**src/rtl/uart_ldpc_pkg.sv**
```systemverilog
// Shared (16,8) code definitions: sizes, encoder, syndrome and single-error corrector,
// plus the TX/RX state encodings.
package uart_ldpc_pkg;

   localparam int CODE_N = 16;
   localparam int MSG_K  = 8;

   typedef enum logic [1:0] {
      TX_IDLE  = 2'd0,
      TX_START = 2'd1,
      TX_DATA  = 2'd2,
      TX_STOP  = 2'd3
   } tx_state_e;

   typedef enum logic [1:0] {
      RX_IDLE  = 2'd0,
      RX_START = 2'd1,
      RX_DATA  = 2'd2,
      RX_STOP  = 2'd3
   } rx_state_e;

   function automatic logic [CODE_N-1:0] ldpc_encode(input logic [MSG_K-1:0] m);
      logic [MSG_K-1:0] p;
      p = 8'h00;
      for (int i = 0; i < MSG_K; i++) begin
         p[i] = m[i] ^ m[(i + 1) % MSG_K] ^ m[(i + 3) % MSG_K];
      end
      return {m, p};
   endfunction

   function automatic logic [MSG_K-1:0] ldpc_syndrome(input logic [CODE_N-1:0] r);
      logic [MSG_K-1:0] s;
      s = 8'h00;
      for (int i = 0; i < MSG_K; i++) begin
         s[i] = r[8 + i] ^ r[8 + ((i + 1) % MSG_K)] ^ r[8 + ((i + 3) % MSG_K)] ^ r[i];
      end
      return s;
   endfunction

   // Message-bit columns carry three ones and parity columns one, so the two tests never overlap.
   function automatic logic [CODE_N-1:0] ldpc_correct(input logic [CODE_N-1:0] r,
                                                       input logic [MSG_K-1:0]  s);
      logic [CODE_N-1:0] c;
      logic [MSG_K-1:0]  col;
      c = r;
      for (int j = 0; j < MSG_K; j++) begin
         col = 8'h00;
         col[j] = 1'b1;
         col[(j + 7) % MSG_K] = 1'b1;
         col[(j + 5) % MSG_K] = 1'b1;
         c[8 + j] = r[8 + j] ^ (s == col);
         c[j]     = r[j] ^ (s == (8'h01 << j));
      end
      return c;
   endfunction

endpackage

```
**src/rtl/uart_ldpc_if.sv**
```systemverilog
// Decoded-frame bus from the UART receiver/decoder to its consumer.
interface uart_ldpc_if;
   import uart_ldpc_pkg::*;

   logic                rx_done;
   logic [MSG_K-1:0]    syndrome;
   logic [MSG_K-1:0]    message;
   logic [CODE_N-1:0]   corrected_codeword;

   modport master (output rx_done, output syndrome, output message, output corrected_codeword);
   modport slave  (input  rx_done, input  syndrome, input  message, input  corrected_codeword);

endinterface

```
**src/rtl/ldpc_uart_rx.sv**
```systemverilog
// UART receiver: 2-flop synchronizer, start/data/stop FSM and registered
// syndrome decode of each well-framed 16-bit word.
module ldpc_uart_rx
   import uart_ldpc_pkg::*;
#(
   parameter int CLKS_PER_BIT = 868
) (
   input  logic             clk,
   input  logic             rst,
   input  logic             rx,
   uart_ldpc_if.master      dec
);

   localparam int CW = $clog2(CLKS_PER_BIT);

   rx_state_e          state_q, state_d;
   logic [CW-1:0]      cnt_q, cnt_d;
   logic [3:0]         bit_q, bit_d;
   logic [CODE_N-1:0]  sh_q, sh_d;
   logic               pend_q, pend_d;
   logic               s1_q, s2_q, prev_q;
   logic               done_q;
   logic [MSG_K-1:0]   syn_q, syn_d;
   logic [CODE_N-1:0]  cw_q, cw_d;
   logic               fall_s;

   assign fall_s = prev_q & ~s2_q;

   // Synchronizer, FSM state and decode-result registers.
   always_ff @(posedge clk) begin
      if (rst) begin
         s1_q    <= 1'b1;
         s2_q    <= 1'b1;
         prev_q  <= 1'b1;
         state_q <= RX_IDLE;
         cnt_q   <= '0;
         bit_q   <= 4'd0;
         sh_q    <= 16'h0000;
         pend_q  <= 1'b0;
         done_q  <= 1'b0;
         syn_q   <= 8'h00;
         cw_q    <= 16'h0000;
      end else begin
         s1_q    <= rx;
         s2_q    <= s1_q;
         prev_q  <= s2_q;
         state_q <= state_d;
         cnt_q   <= cnt_d;
         bit_q   <= bit_d;
         sh_q    <= sh_d;
         pend_q  <= pend_d;
         done_q  <= pend_q;
         syn_q   <= syn_d;
         cw_q    <= cw_d;
      end
   end

   // Next-state logic; a frame is only committed one cycle after a good stop bit.
   always_comb begin
      state_d = state_q;
      cnt_d   = cnt_q;
      bit_d   = bit_q;
      sh_d    = sh_q;
      pend_d  = 1'b0;
      syn_d   = syn_q;
      cw_d    = cw_q;
      if (pend_q) begin
         syn_d = ldpc_syndrome(sh_q);
         cw_d  = ldpc_correct(sh_q, ldpc_syndrome(sh_q));
      end else begin
         syn_d = syn_q;
      end
      case (state_q)
         RX_IDLE: begin
            cnt_d = '0;
            if (fall_s) begin
               state_d = RX_START;
            end else begin
               state_d = RX_IDLE;
            end
         end
         RX_START: begin
            if (cnt_q == CW'(CLKS_PER_BIT / 2 - 1)) begin
               cnt_d   = '0;
               bit_d   = 4'd0;
               state_d = s2_q ? RX_IDLE : RX_DATA;
            end else begin
               cnt_d = cnt_q + CW'(1);
            end
         end
         RX_DATA: begin
            if (cnt_q == CW'(CLKS_PER_BIT - 1)) begin
               cnt_d = '0;
               sh_d  = {s2_q, sh_q[CODE_N-1:1]};
               if (bit_q == 4'd15) begin
                  state_d = RX_STOP;
               end else begin
                  bit_d = bit_q + 4'd1;
               end
            end else begin
               cnt_d = cnt_q + CW'(1);
            end
         end
         RX_STOP: begin
            if (cnt_q == CW'(CLKS_PER_BIT - 1)) begin
               cnt_d   = '0;
               pend_d  = s2_q;
               state_d = RX_IDLE;
            end else begin
               cnt_d = cnt_q + CW'(1);
            end
         end
         default: begin
            state_d = RX_IDLE;
            cnt_d   = '0;
         end
      endcase
   end

   assign dec.rx_done            = done_q;
   assign dec.syndrome           = syn_q;
   assign dec.corrected_codeword = cw_q;
   assign dec.message            = cw_q[CODE_N-1:MSG_K];

endmodule

```
**src/rtl/uart_ldpc_top.sv**
```systemverilog
// UART link with (16,8) single-error-correcting code: encoder, TX FSM and baud_clk here,
// receive/decode in ldpc_uart_rx. Define INJECT_ERR_EN to XOR ERR_MASK into every sent codeword.
module uart_ldpc_top
   import uart_ldpc_pkg::*;
#(
   parameter int           CLKS_PER_BIT = 868,
   parameter logic [15:0]  ERR_MASK     = 16'h0000
) (
   input  logic         clk,
   input  logic         rst,
   input  logic [7:0]   m,
   input  logic         tx_start,
   output logic         tx,
   output logic         tx_done,
   output logic         baud_clk,
   input  logic         rx,
   output logic         rx_done,
   output logic [7:0]   syndrome,
   output logic [7:0]   message,
   output logic [15:0]  corrected_codeword
);

   localparam int CW = $clog2(CLKS_PER_BIT);

`ifdef INJECT_ERR_EN
   localparam logic [15:0] TX_MASK = ERR_MASK;
`else
   localparam logic [15:0] TX_MASK = ERR_MASK & 16'h0000;
`endif

   tx_state_e          state_q, state_d;
   logic [CW-1:0]      cnt_q, cnt_d;
   logic [3:0]         bit_q, bit_d;
   logic [CODE_N-1:0]  sh_q, sh_d;
   logic               tx_q, tx_d;
   logic               done_q, done_d;
   logic               start_prev_q;
   logic [CW-1:0]      baud_cnt_q, baud_cnt_d;
   logic               baud_q, baud_d;
   logic               start_edge_s;

   assign start_edge_s = tx_start & ~start_prev_q;

   // TX FSM, shift register, edge-detect and baud divider registers.
   always_ff @(posedge clk) begin
      if (rst) begin
         state_q      <= TX_IDLE;
         cnt_q        <= '0;
         bit_q        <= 4'd0;
         sh_q         <= 16'h0000;
         tx_q         <= 1'b1;
         done_q       <= 1'b0;
         start_prev_q <= 1'b0;
         baud_cnt_q   <= '0;
         baud_q       <= 1'b0;
      end else begin
         state_q      <= state_d;
         cnt_q        <= cnt_d;
         bit_q        <= bit_d;
         sh_q         <= sh_d;
         tx_q         <= tx_d;
         done_q       <= done_d;
         start_prev_q <= tx_start;
         baud_cnt_q   <= baud_cnt_d;
         baud_q       <= baud_d;
      end
   end

   // TX next state; tx_d tracks state_d so the pin changes together with the state.
   always_comb begin
      state_d    = state_q;
      cnt_d      = cnt_q;
      bit_d      = bit_q;
      sh_d       = sh_q;
      tx_d       = tx_q;
      done_d     = 1'b0;
      baud_cnt_d = (baud_cnt_q == CW'(CLKS_PER_BIT - 1)) ? '0 : baud_cnt_q + CW'(1);
      baud_d     = (baud_cnt_d >= CW'(CLKS_PER_BIT / 2));
      case (state_q)
         TX_IDLE: begin
            tx_d  = 1'b1;
            cnt_d = '0;
            if (start_edge_s) begin
               state_d = TX_START;
               sh_d    = ldpc_encode(m) ^ TX_MASK;
               tx_d    = 1'b0;
            end else begin
               state_d = TX_IDLE;
            end
         end
         TX_START: begin
            if (cnt_q == CW'(CLKS_PER_BIT - 1)) begin
               cnt_d   = '0;
               bit_d   = 4'd0;
               state_d = TX_DATA;
               tx_d    = sh_q[0];
            end else begin
               cnt_d = cnt_q + CW'(1);
            end
         end
         TX_DATA: begin
            if (cnt_q == CW'(CLKS_PER_BIT - 1)) begin
               cnt_d = '0;
               if (bit_q == 4'd15) begin
                  state_d = TX_STOP;
                  tx_d    = 1'b1;
               end else begin
                  bit_d = bit_q + 4'd1;
                  sh_d  = {1'b0, sh_q[CODE_N-1:1]};
                  tx_d  = sh_q[1];
               end
            end else begin
               cnt_d = cnt_q + CW'(1);
            end
         end
         TX_STOP: begin
            done_d = (cnt_q == CW'(CLKS_PER_BIT - 2));
            if (cnt_q == CW'(CLKS_PER_BIT - 1)) begin
               cnt_d   = '0;
               state_d = TX_IDLE;
            end else begin
               cnt_d = cnt_q + CW'(1);
            end
         end
         default: begin
            state_d = TX_IDLE;
            tx_d    = 1'b1;
         end
      endcase
   end

   assign tx       = tx_q;
   assign tx_done  = done_q;
   assign baud_clk = baud_q;

   uart_ldpc_if dec_if ();

   ldpc_uart_rx #(.CLKS_PER_BIT(CLKS_PER_BIT)) u_rx (
      .clk (clk),
      .rst (rst),
      .rx  (rx),
      .dec (dec_if)
   );

   assign rx_done            = dec_if.rx_done;
   assign syndrome           = dec_if.syndrome;
   assign message            = dec_if.message;
   assign corrected_codeword = dec_if.corrected_codeword;

endmodule

```
**config.mk**
```make
export PLATFORM = sky130hd
export DESIGN_NAME = uart_ldpc_top
export DESIGN_NICKNAME = d
export VERILOG_FILES = /design/src/rtl/uart_ldpc_pkg.sv /design/src/rtl/uart_ldpc_if.sv /design/src/rtl/ldpc_uart_rx.sv /design/src/rtl/uart_ldpc_top.sv
export SDC_FILE = /design/constraint.sdc
export NUM_CORES = 1
export LEC_CHECK = 0
export ABC_AREA = 0
export BUFFER_PORTS_ARGS = -buffer_cell sky130_fd_sc_hd__buf_4
export CAP_MARGIN = 10
export CELL_PAD_IN_SITES_DETAIL_PLACEMENT = 0
export CELL_PAD_IN_SITES_GLOBAL_PLACEMENT = 2
export CORE_MARGIN = 4
export CORE_UTILIZATION = 40
export CTS_BUF_LIST = sky130_fd_sc_hd__clkbuf_16
export DETAILED_ROUTE_END_ITERATION = 8
export MAX_ROUTING_LAYER = met4
export PLACE_DENSITY_LB_ADDON = 0.1
export REMOVE_ABC_BUFFERS = 1
export SETUP_SLACK_MARGIN = 0.3
export SLEW_MARGIN = 40
export SYNTH_ARGS = -nofsm -noshare
export SYNTH_HDL_FRONTEND = slang
export SYNTH_SLANG_ARGS = --single-unit
```
**constraint.sdc**
```tcl
create_clock -name clk -period 4.5 [get_ports clk]
set_clock_uncertainty 0.2 [all_clocks]
set_input_delay 0.9 -clock clk [delete_from_list [all_inputs] [get_ports clk]]
set_output_delay 0.9 -clock clk [all_outputs]
set_load 0.05 [all_outputs]
```
==> impl_metrics.csv, run 1 <==
group,metric,value,unit
routing,met2_length,4760,um
routing,wl,10900,um
setup_path,critPathCaptureType,"flop",
timing,tns,0,ns
pwr,power.density,382,nW/um^2
synthesis,synthMuxAreaShare,0.0201,
hold_path,hold_class,"flop to flop",
global_route,grt_max_degree,77,
floorplan,ios,48,
setup_path,cp.arrival,2.76,ns
setup_path,max_stage_delay,0.70,ns
place,dp_hpwl,7660,um
routing,remaining_drc_errors,0,
setup_path,crit_fanout,10,
routing,via_count,4142,
synthesis,synthAdderAreaFrac,0.0249,
timing,setup_viol,0,
synthesis,synth_top_family_by_area,"simple AND/OR/NAND/NOR gates",
clocking,clkTransAtPathRegs,0.07,ns
synthesis,syn_avg_cell_area,9.06,um^2
pwr,ir_drop,0.000259,V
floorplan,die_h,126,um
layout,drive_gt1_frac,0.151,
job,maxCapViolCount,0,
routing,topRoutingLayerUsed,"met4",
timing,slew_viol_final,0,
setup_path,worstSetupPathType,"flop to flop",
timing,relSlewSlack,0.571,
setup_path,r2r_start,"u_rx.sh_q[12]",
clocking,clkLatencyLatePin,0.35,ns
setup_path,crit_top_cell,"xnor2_2",
setup_path,r2r_cells,5,
layout,syn2layout_area_growth,13.1,%
global_route,grt.total_usage,0.145,
clocking,cts_tree,"done",
synthesis,yosysSeqAreaShare,0.387,
floorplan,die_w,126,um
hold_path,hold_path_depth,1,
pwr,p_leak,0.00212,uW
routing,wl_met1,5620,um
timing,period_share,0.599,
synthesis,yosysUniqueCellTypes,55,
clocking,cts_hold_buf,0,
layout,diodes,0,
timing,rsz0062_at_grt,"false",
routing,drt_pass1_iterations,4,
clocking,postCtsResizedCells,0,
place,gp_congestion,0.781,
routing,vias_per_cell,5.11,
timing,fmax,0.371,GHz
synthesis,synth_xor_area_frac,0.162,
global_route,grt_pass1_wl,18500,um
clocking,cts-root-buf,"clkbuf_16",
clocking,clkSinkCount,107,
floorplan,die-area,15800,um^2
timing,worst-slew-pin-transition,0.643,ns
status,outcome,"finished clean",
pwr,p_total,2390,uW
synthesis,synth_area,5540,um^2
synthesis,synth_compound_area_frac,0.136,
setup_path,path_cells,"xnor2_2, xnor2_2, nand4_1, or4_1, a311oi_1",
routing,dr_wl_met3,376,um
floorplan,start_util,0.413,
clocking,max-clock-path-buffers,2,
synthesis,ys_seq_elements,107,
routing,first_iter_violations,209,
layout,num-nets-final,654,
floorplan,core_area,13400,um^2
place,port_buffers,47,
clocking,htree_num_levels,3,
layout,fill_cells,1335,
timing,finalHoldViolations,0,
clocking,cts_setup_buffers,0,
routing,detail_route.wl_per_cell,13.5,um
synthesis,syn_inst,611,
global_route,antenna_found_initial,0,
global_route,grt_pass1_vias,3776,
routing,antenna_left,0,
synthesis,synth-simple-area-share,0.218,
setup_path,crit_path_start,"u_rx.sh_q[12]",
timing,timing.final.crit_period,2.70,ns
setup_path,cp.required,4.56,ns
synthesis,yosysWarningCount,0,
floorplan,rows,42,
setup_path,crit_path_start_kind,"flop",
global_route,grt-ovfl-total,0,
setup_path,cp_slowest_cell,"dfxtp_1",
clocking,cts_buffers,9,
hold_path,worstHoldStart,"u_rx.s1_q",
[cell usage after synthesis (all sizes together)]
cell,n,share of area
dfxtp,107,0.39
nand2,56,0.038
nor2,98,0.066
or3,10,0.011
mux2,1,0.0020
nand2b,5,0.0056
a31oi,3,0.0034
and3,5,0.0056
o21ai,12,0.011
o31a,1,0.0016
a221oi,1,0.0016
a211oi,27,0.037
clkbuf,21,0.014
nand4,13,0.019
xor2,26,0.064
a31o,2,0.0032
nand4b,5,0.0079
o41ai,3,0.0047
a22o,1,0.0016
or2,3,0.0034
or4b,2,0.0036
mux2i,10,0.018
o211ai,1,0.0014
nor4,1,0.0011
a21oi,33,0.030
nor4bb,1,0.0018
o311ai,2,0.0032
a311oi,17,0.027
ha,11,0.025
and2,2,0.0023
nand4bb,1,0.0020
nor2b,7,0.0079
and4,1,0.0016
inv,13,0.0088
xnor2,44,0.097
nor3,6,0.0054
o31ai,6,0.0081
nand3,18,0.016
or4,6,0.0081
nor4b,1,0.0016
nor3b,4,0.0054
buf,20,0.030
and4b,2,0.0036
a21o,2,0.0027
[layout make-up]
type,instances,area [um^2],share of cell area
multi-input cells,450,3110,0.497
clock inverters,6,129,0.0206
flip-flops and latches,107,2140,0.342
clock buffers,9,225,0.0360
inverters,13,48.8,0.00779
repair buffers,50,388,0.0619
well taps,176,220,0.0352
[through the flow]
| step | hold slack [ns] | area [um^2] | cells | util | worst slack [ns] |
|---|---|---|---|---|---|
| 2_1_floorplan | 0.189 | 5290 | 570 | - | 0.833 |
| 3_3_place_gp | 0.192 | 5880 | 795 | 0.439 | 1.80 |
| 4_1_cts | 0.214 | 6240 | 810 | 0.466 | 1.79 |
| 6_report | 0.213 | 6260 | 811 | 0.467 | 1.80 |
| 3_5_place_dp | 0.197 | 5890 | 795 | 0.439 | 1.81 |
| 5_1_grt | 0.231 | 6260 | 811 | 0.467 | 1.58 |
[worst max-delay path: cells and delay by family (launching register included)]
family	cells	cell delay, ns
AOI/OAI and AO/OA	1	0.25
DFF	1	0.70
xor gates and xnor gates	2	0.53
and+or+nand+nor	2	0.92
[metal layers]
| metal | up-vias | track usage |
|---|---|---|
| met5 | - | - |
| met4 | 0 | 0.0625 |
| met3 | 12 | 0.0262 |
| met2 | 59 | 0.208 |
| met1 | 1892 | 0.200 |
| li1 | 2179 | - |
[cell usage in the layout, fill, tap and decap left out, types with 7 or more instances in the layout]
| master | count |
|---|---|
| a211oi_1 | 26 |
| a311oi_1 | 17 |
| nor2_1 | 97 |
| ha_1 | 10 |
| nand2_1 | 56 |
| inv_1 | 13 |
| buf_4 | 49 |
| nand4_1 | 11 |
| or3_1 | 10 |
| xnor2_2 | 8 |
| xnor2_1 | 31 |
| dfxtp_1 | 107 |
| nand3_1 | 18 |
| mux2i_1 | 10 |
| nor2b_1 | 7 |
| a21oi_1 | 33 |
| xor2_1 | 18 |
| clkbuf_16 | 9 |
| o21ai_0 | 11 |
[sequential cells by signal (all words and copies together), names as in the netlist, 2 cells and up, named ones only]
signal / count
sh_q: 16
u_rx.dec.corrected_codeword: 16
u_rx.sh_q: 16
baud_cnt_q: 10
cnt_q: 10
u_rx.cnt_q: 10
u_rx.dec.syndrome: 8
bit_q: 4
u_rx.bit_q: 4
state_q: 2
[path summary, 6_finish.rpt]
path,to,slack [ns]
max,u_rx.dec.corrected_codeword[5],1.80
min,u_rx.s2_q,0.21
max reg2reg,u_rx.dec.corrected_codeword[5],1.80
min reg2reg,u_rx.s2_q,0.21
[where the power goes]
group          internal [uW]  switching, uW  leakage, uW
combinational            157            236      0.00108
sequential              1010           41.9     0.000868
clock                    594            351     0.000173
[cells by family after synthesis]
logic type	Yosys count
fa+ha+maj	11
compound gates	111
xor+xnor	70
simple gates	247
mux	11
flops	107
buf+inv	54
No activity file was read; power rests on OpenSTA's default activity.
==> run 2, diff against run 1 <==
Settings changed: CORE_UTILIZATION 40 to 34.
Clock period 4.5 ns to 2.34 ns, I/O delays scaled along.
==> impl_metrics.csv, run 2 (synthesis results as in run 1) <==
group,metric,value,unit
clocking,htree_num_levels,3,
setup_path,worstSetupPathType,"flop to flop",
setup_path,r2r_cells,6,
place,port_buffers,47,
pwr,clockPowerShare,0.353,
routing,wl,12400,um
clocking,cts-root-buf,"clkbuf_16",
status,outcome,"finished clean",
hold_path,worstHoldStart,"rx",
timing,relSlewSlack,0.671,
clocking,clkLatencyLatePin,0.35,ns
pwr,p_leak,0.00249,uW
timing,rsz0062_at_grt,"true",
pwr,combinationalPowerShare,0.205,
global_route,grt_pass1_vias,4193,
pwr,power.density,648,nW/um^2
hold_path,hold-path-endpoint,"u_rx.s1_q",
pwr,sequentialPowerShare,0.443,
layout,diodes,0,
floorplan,rows,46,
layout,final_cell_mix,"buf_4 (109), nor2_1 (97), dfxtp_1 (93)",
clocking,clkSinkCount,107,
place,place_area,6330,um^2
layout,num-nets-final,725,
pwr,netSwitchingFraction,0.280,
layout,final_common_cell,"buf_4",
layout,fin_util,0.443,
setup_path,crit_fanout,6,
layout,drive_gt1_frac,0.276,
job,maxCapViolCount,0,
pwr,ir_drop,0.000415,V
floorplan,die-area,18400,um^2
layout,fin_area,7060,um^2
pwr,p_int,3290,uW
setup_path,r2r_start,"u_rx.sh_q[13]",
setup_path,cp.arrival,2.25,ns
floorplan,ios,48,
timing,period_share,0.934,
timing,worst-slew-pin-transition,0.493,ns
routing,detail_route.wl_per_cell,13.5,um
pwr,p_total,4570,uW
setup_path,reg2reg_slack,0.15,ns
global_route,grt_pass1_wl,20700,um
setup_path,critPathCaptureType,"flop",
timing,finalHoldViolations,0,
timing,slew_viol_final,0,
setup_path,timing.rr.end,"u_rx.dec.corrected_codeword[9]",
place,dp_hpwl,9010,um
routing,first_iter_violations,205,
routing,antenna_left,0,
place,gp_congestion,0.792,
layout,syn2layout_area_growth,27.5,%
global_route,grt_max_degree,50,
clocking,cts_buffers,9,
floorplan,die_h,136,um
floorplan,core_area,15900,um^2
clocking,max-clock-path-buffers,2,
timing,timing.final.crit_period,2.19,ns
clocking,cts_tree,"done",
timing,setup_viol,0,
clocking,clkTransAtPathRegs,0.07,ns
setup_path,cp.required,2.40,ns
routing,vias_per_cell,4.79,
hold_path,hold_path_depth,2,
floorplan,start_util,0.347,
setup_path,crit_path_start_kind,"flop",
hold_path,hold_class,"input pin to flop",
timing,fmax,0.458,GHz
pwr,power.switching,1280,uW
floorplan,die_w,136,um
routing,via_count,4417,
routing,drt_pass1_iterations,4,
global_route,grt-ovfl-total,0,
global_route,grt.total_usage,0.143,
routing,remaining_drc_errors,0,
global_route,antenna_found_initial,0,
## run 2: worst max-delay path by stage
stage / start / endpoint / slack [ns]
after global placement: u_rx.sh_q[12] / u_rx.dec.corrected_codeword[8] / -0.02
after global routing: u_rx.sh_q[13] / u_rx.dec.corrected_codeword[9] / 0.07
after floorplan: state_q[0] / sh_q[15] / -1.33
final: u_rx.sh_q[13] / u_rx.dec.corrected_codeword[9] / 0.15
after CTS: u_rx.sh_q[10] / u_rx.dec.corrected_codeword[9] / 0.16
after detailed placement: u_rx.sh_q[14] / u_rx.dec.corrected_codeword[0] / -0.09
## run 2: layer usage
| metal | track usage | vias to the layer above | part of all wire |
|---|---|---|---|
| li1 | - | 2331 | - |
| met2 | 0.231 | 56 | 0.47 |
| met1 | 0.179 | 2019 | 0.48 |
| met4 | 0.0330 | 0 | 0.013 |
| met3 | 0.0375 | 11 | 0.036 |
| met5 | - | - | 0 |
## run 2: final cells by class
type / count / area, um^2
Clock buffer: 9 / 225
Clock inverter: 6 / 81.3
Fill cell: 1580 / 8880
Inverter: 13 / 48.8
Multi-Input combinational cell: 450 / 3280
Sequential cell: 107 / 2180
Tap cell: 216 / 270
Timing Repair Buffer: 121 / 975
## run 2: repair_timing
| item | CTS | global route |
|---|---|---|
| cloned | 1 | 1 |
| pin swaps | 27 | 11 |
| endpoints found under the setup margin | 47 | 69 |
| resized for setup | 39 | 24 |
| hold buffers | 0 | 0 |
| hold endpoints to repair | 0 | 0 |
| buffers inserted | 11 | 6 |
## run 2: power by group through the flow
| stage | Combinational, uW | Clock, uW | Sequential, uW |
|---|---|---|---|
| floorplan | 549 | 0 | 2080 |
| global placement | 770 | 0 | 2070 |
| detailed placement | 780 | 0 | 2070 |
| CTS | 849 | 1690 | 2020 |
| global route | 1050 | 1740 | 2040 |
| finish | 936 | 1610 | 2020 |
## run 2: critical path, stage by stage, from the launching register on
cell,delay (ns)
dfxtp_2,0.33
buf_6,0.14
xnor2_4,0.16
xnor2_4,0.29
nand4_2,0.20
or4b_4,0.55
a311oi_2,0.23
## run 2: per-stage QoR
stage | std cells | setup slack, ns | hold WS, ns | setup TNS [ns]
final | 922 | 0.155 | 0.0992 | 0
after global routing | 922 | 0.0671 | 0.0772 | 0
after CTS | 915 | 0.162 | 0.0825 | 0
after detailed placement | 888 | -0.0920 | 0.197 | -0.405
after global placement | 888 | -0.0182 | 0.199 | -0.0259
after floorplan | 570 | -1.33 | 0.189 | -20.82
==> run 3, diff against run 2 <==
Settings changed: CELL_PAD_IN_SITES_GLOBAL_PLACEMENT 2 to 1, CORE_ASPECT_RATIO set to 1.2, CORE_UTILIZATION 34 to 42, GPL_TIMING_DRIVEN set to 0.
==> impl_metrics.csv, run 3 (synthesis results as in run 1) <==
group,metric,value,unit
floorplan,core_area,12800,um^2
clocking,cts_buffers,9,
clocking,cts_tree,"done",
pwr,power.switching,1270,uW
timing,worst-slew-pin-transition,0.852,ns
floorplan,ios,48,
layout,syn2layout_area_growth,27.4,%
routing,remaining_drc_errors,0,
hold_path,hold_class,"input pin to flop",
place,place_area,5900,um^2
pwr,combinationalPowerShare,0.199,
floorplan,die_h,134,um
setup_path,reg2reg_slack,0.1,ns
global_route,antenna_found_initial,0,
pwr,sequentialPowerShare,0.444,
pwr,p_leak,0.00248,uW
pwr,clockPowerShare,0.357,
layout,final_cell_mix,"buf_4 (99), nor2_1 (97), dfxtp_1 (86)",
clocking,clkSinkCount,107,
setup_path,path_delay_family,"simple AND/OR/NAND/NOR gates",
clocking,htree_num_levels,3,
routing,wl,12200,um
global_route,grt-ovfl-total,0,
layout,multi_input_area,3410,um^2
timing,finalHoldViolations,0,
global_route,grt_pass1_vias,4212,
setup_path,critPathCaptureType,"flop",
global_route,grt_pass1_wl,19800,um
floorplan,die_w,113,um
layout,drive_gt1_frac,0.297,
layout,diodes,0,
floorplan,die-area,15100,um^2
pwr,ir_drop,0.000399,V
floorplan,start_util,0.433,
setup_path,path_cells,"xor2_4, xor2_4, buf_4, nand4_4, or4b_1, a311oi_1",
job,maxCapViolCount,0,
setup_path,cp.required,2.40,ns
routing,via_count,4559,
setup_path,cp_slowest_cell,"or4b_1",
setup_path,cp.arrival,2.30,ns
routing,antenna_left,0,
timing,fmax,0.446,GHz
setup_path,crit_fanout,4,
floorplan,rows,45,
timing,setup_ws,0.0964,ns
place,port_buffers,47,
timing,period_share,0.959,
setup_path,max_stage_delay,0.49,ns
setup_path,crit_top_cell,"xor2_4",
routing,vias_per_cell,5.31,
global_route,grt_max_degree,77,
setup_path,worstSetupPathType,"flop to flop",
routing,first_iter_violations,164,
global_route,grt.total_usage,0.161,
clocking,clkLatencyLatePin,0.35,ns
place,dp_hpwl,7760,um
setup_path,path_buf_inv,1,
timing,relSlewSlack,0.432,
pwr,netSwitchingFraction,0.280,
clocking,cts-root-buf,"clkbuf_16",
timing,timing.final.crit_period,2.24,ns
layout,num-nets-final,712,
routing,drt_pass1_iterations,4,
setup_path,crit_path_start_kind,"flop",
layout,fin_util,0.552,
pwr,p_int,3280,uW
pwr,power.density,645,nW/um^2
routing,detail_route.wl_per_cell,14.3,um
layout,final_common_cell,"buf_4",
clocking,clkTransAtPathRegs,0.08,ns
timing,tns,0,ns
place,gp_congestion,0.840,
layout,fill_cells,1136,
timing,slew_viol_final,0,
timing,setup_viol,0,
clocking,max-clock-path-buffers,2,
status,outcome,"finished clean",
timing,rsz0062_at_grt,"true",
layout,seqCellArea,2190,um^2
timing,fin_hold_ws,0.137,ns
place,post-place-ws,-0.446,ns
layout,fin_area,7060,um^2
-- run 3: cell types whose count changed in the layout (fill, tap and decap cells not counted), moves of 4 or more --
cell     delta
buf_4      -10
buf_6       -4
dfxtp_1     -7
dfxtp_2     +8
xnor2_1     -4
-- run 3: power by group through the flow --
stage                     logic, uW  registers [uW]  clock network, uW
after global placement          746            2060                  0
after detailed placement        773            2070                  0
after global routing           1010            2040               1730
final                           905            2020               1620
after CTS                       808            2020               1670
after floorplan                 549            2080                  0
-- run 3: layer usage --
| metal | global-route usage | vias up | routed length, um |
|---|---|---|---|
| li1 | - | 2298 | - |
| met1 | 0.182 | 2176 | 5200 |
| met2 | 0.281 | 63 | 6470 |
| met3 | 0.0199 | 22 | 335 |
| met4 | 0.0728 | 0 | 245 |
| met5 | - | - | 0 |
-- run 3: per-stage QoR --
stage | std cells | total power (uW)
floorplan | 570 | 2630
global placement | 781 | 2810
detailed placement | 783 | 2840
CTS | 838 | 4500
global route | 858 | 4780
finish | 858 | 4550
-- run 3: worst paths after layout --
check | start | endpoint | cells after the start
worst min-delay path | rx | u_rx.s1_q | 2
worst max register to register | u_rx.sh_q[10] | u_rx.dec.corrected_codeword[9] | 6
worst max-delay path | u_rx.sh_q[10] | u_rx.dec.corrected_codeword[9] | 6
worst min register to register | u_rx.s1_q | u_rx.s2_q | 1
-- run 3: layout make-up --
type,instances,area share
Timing Repair Buffer,108,0.126
Sequential cell,107,0.310
Multi-Input combinational cell,450,0.483
Clock inverter,7,0.0131
Tap cell,164,0.0291
Clock buffer,9,0.0319
Inverter,13,0.00692
-- run 3: timing repair --
action / CTS / global route
hold buffers: 0 / 0
setup endpoints to repair: 69 / 59
gates cloned: 0 / 2
pin swaps: 47 / 23
resized for setup: 41 / 40
buffers inserted: 39 / 18
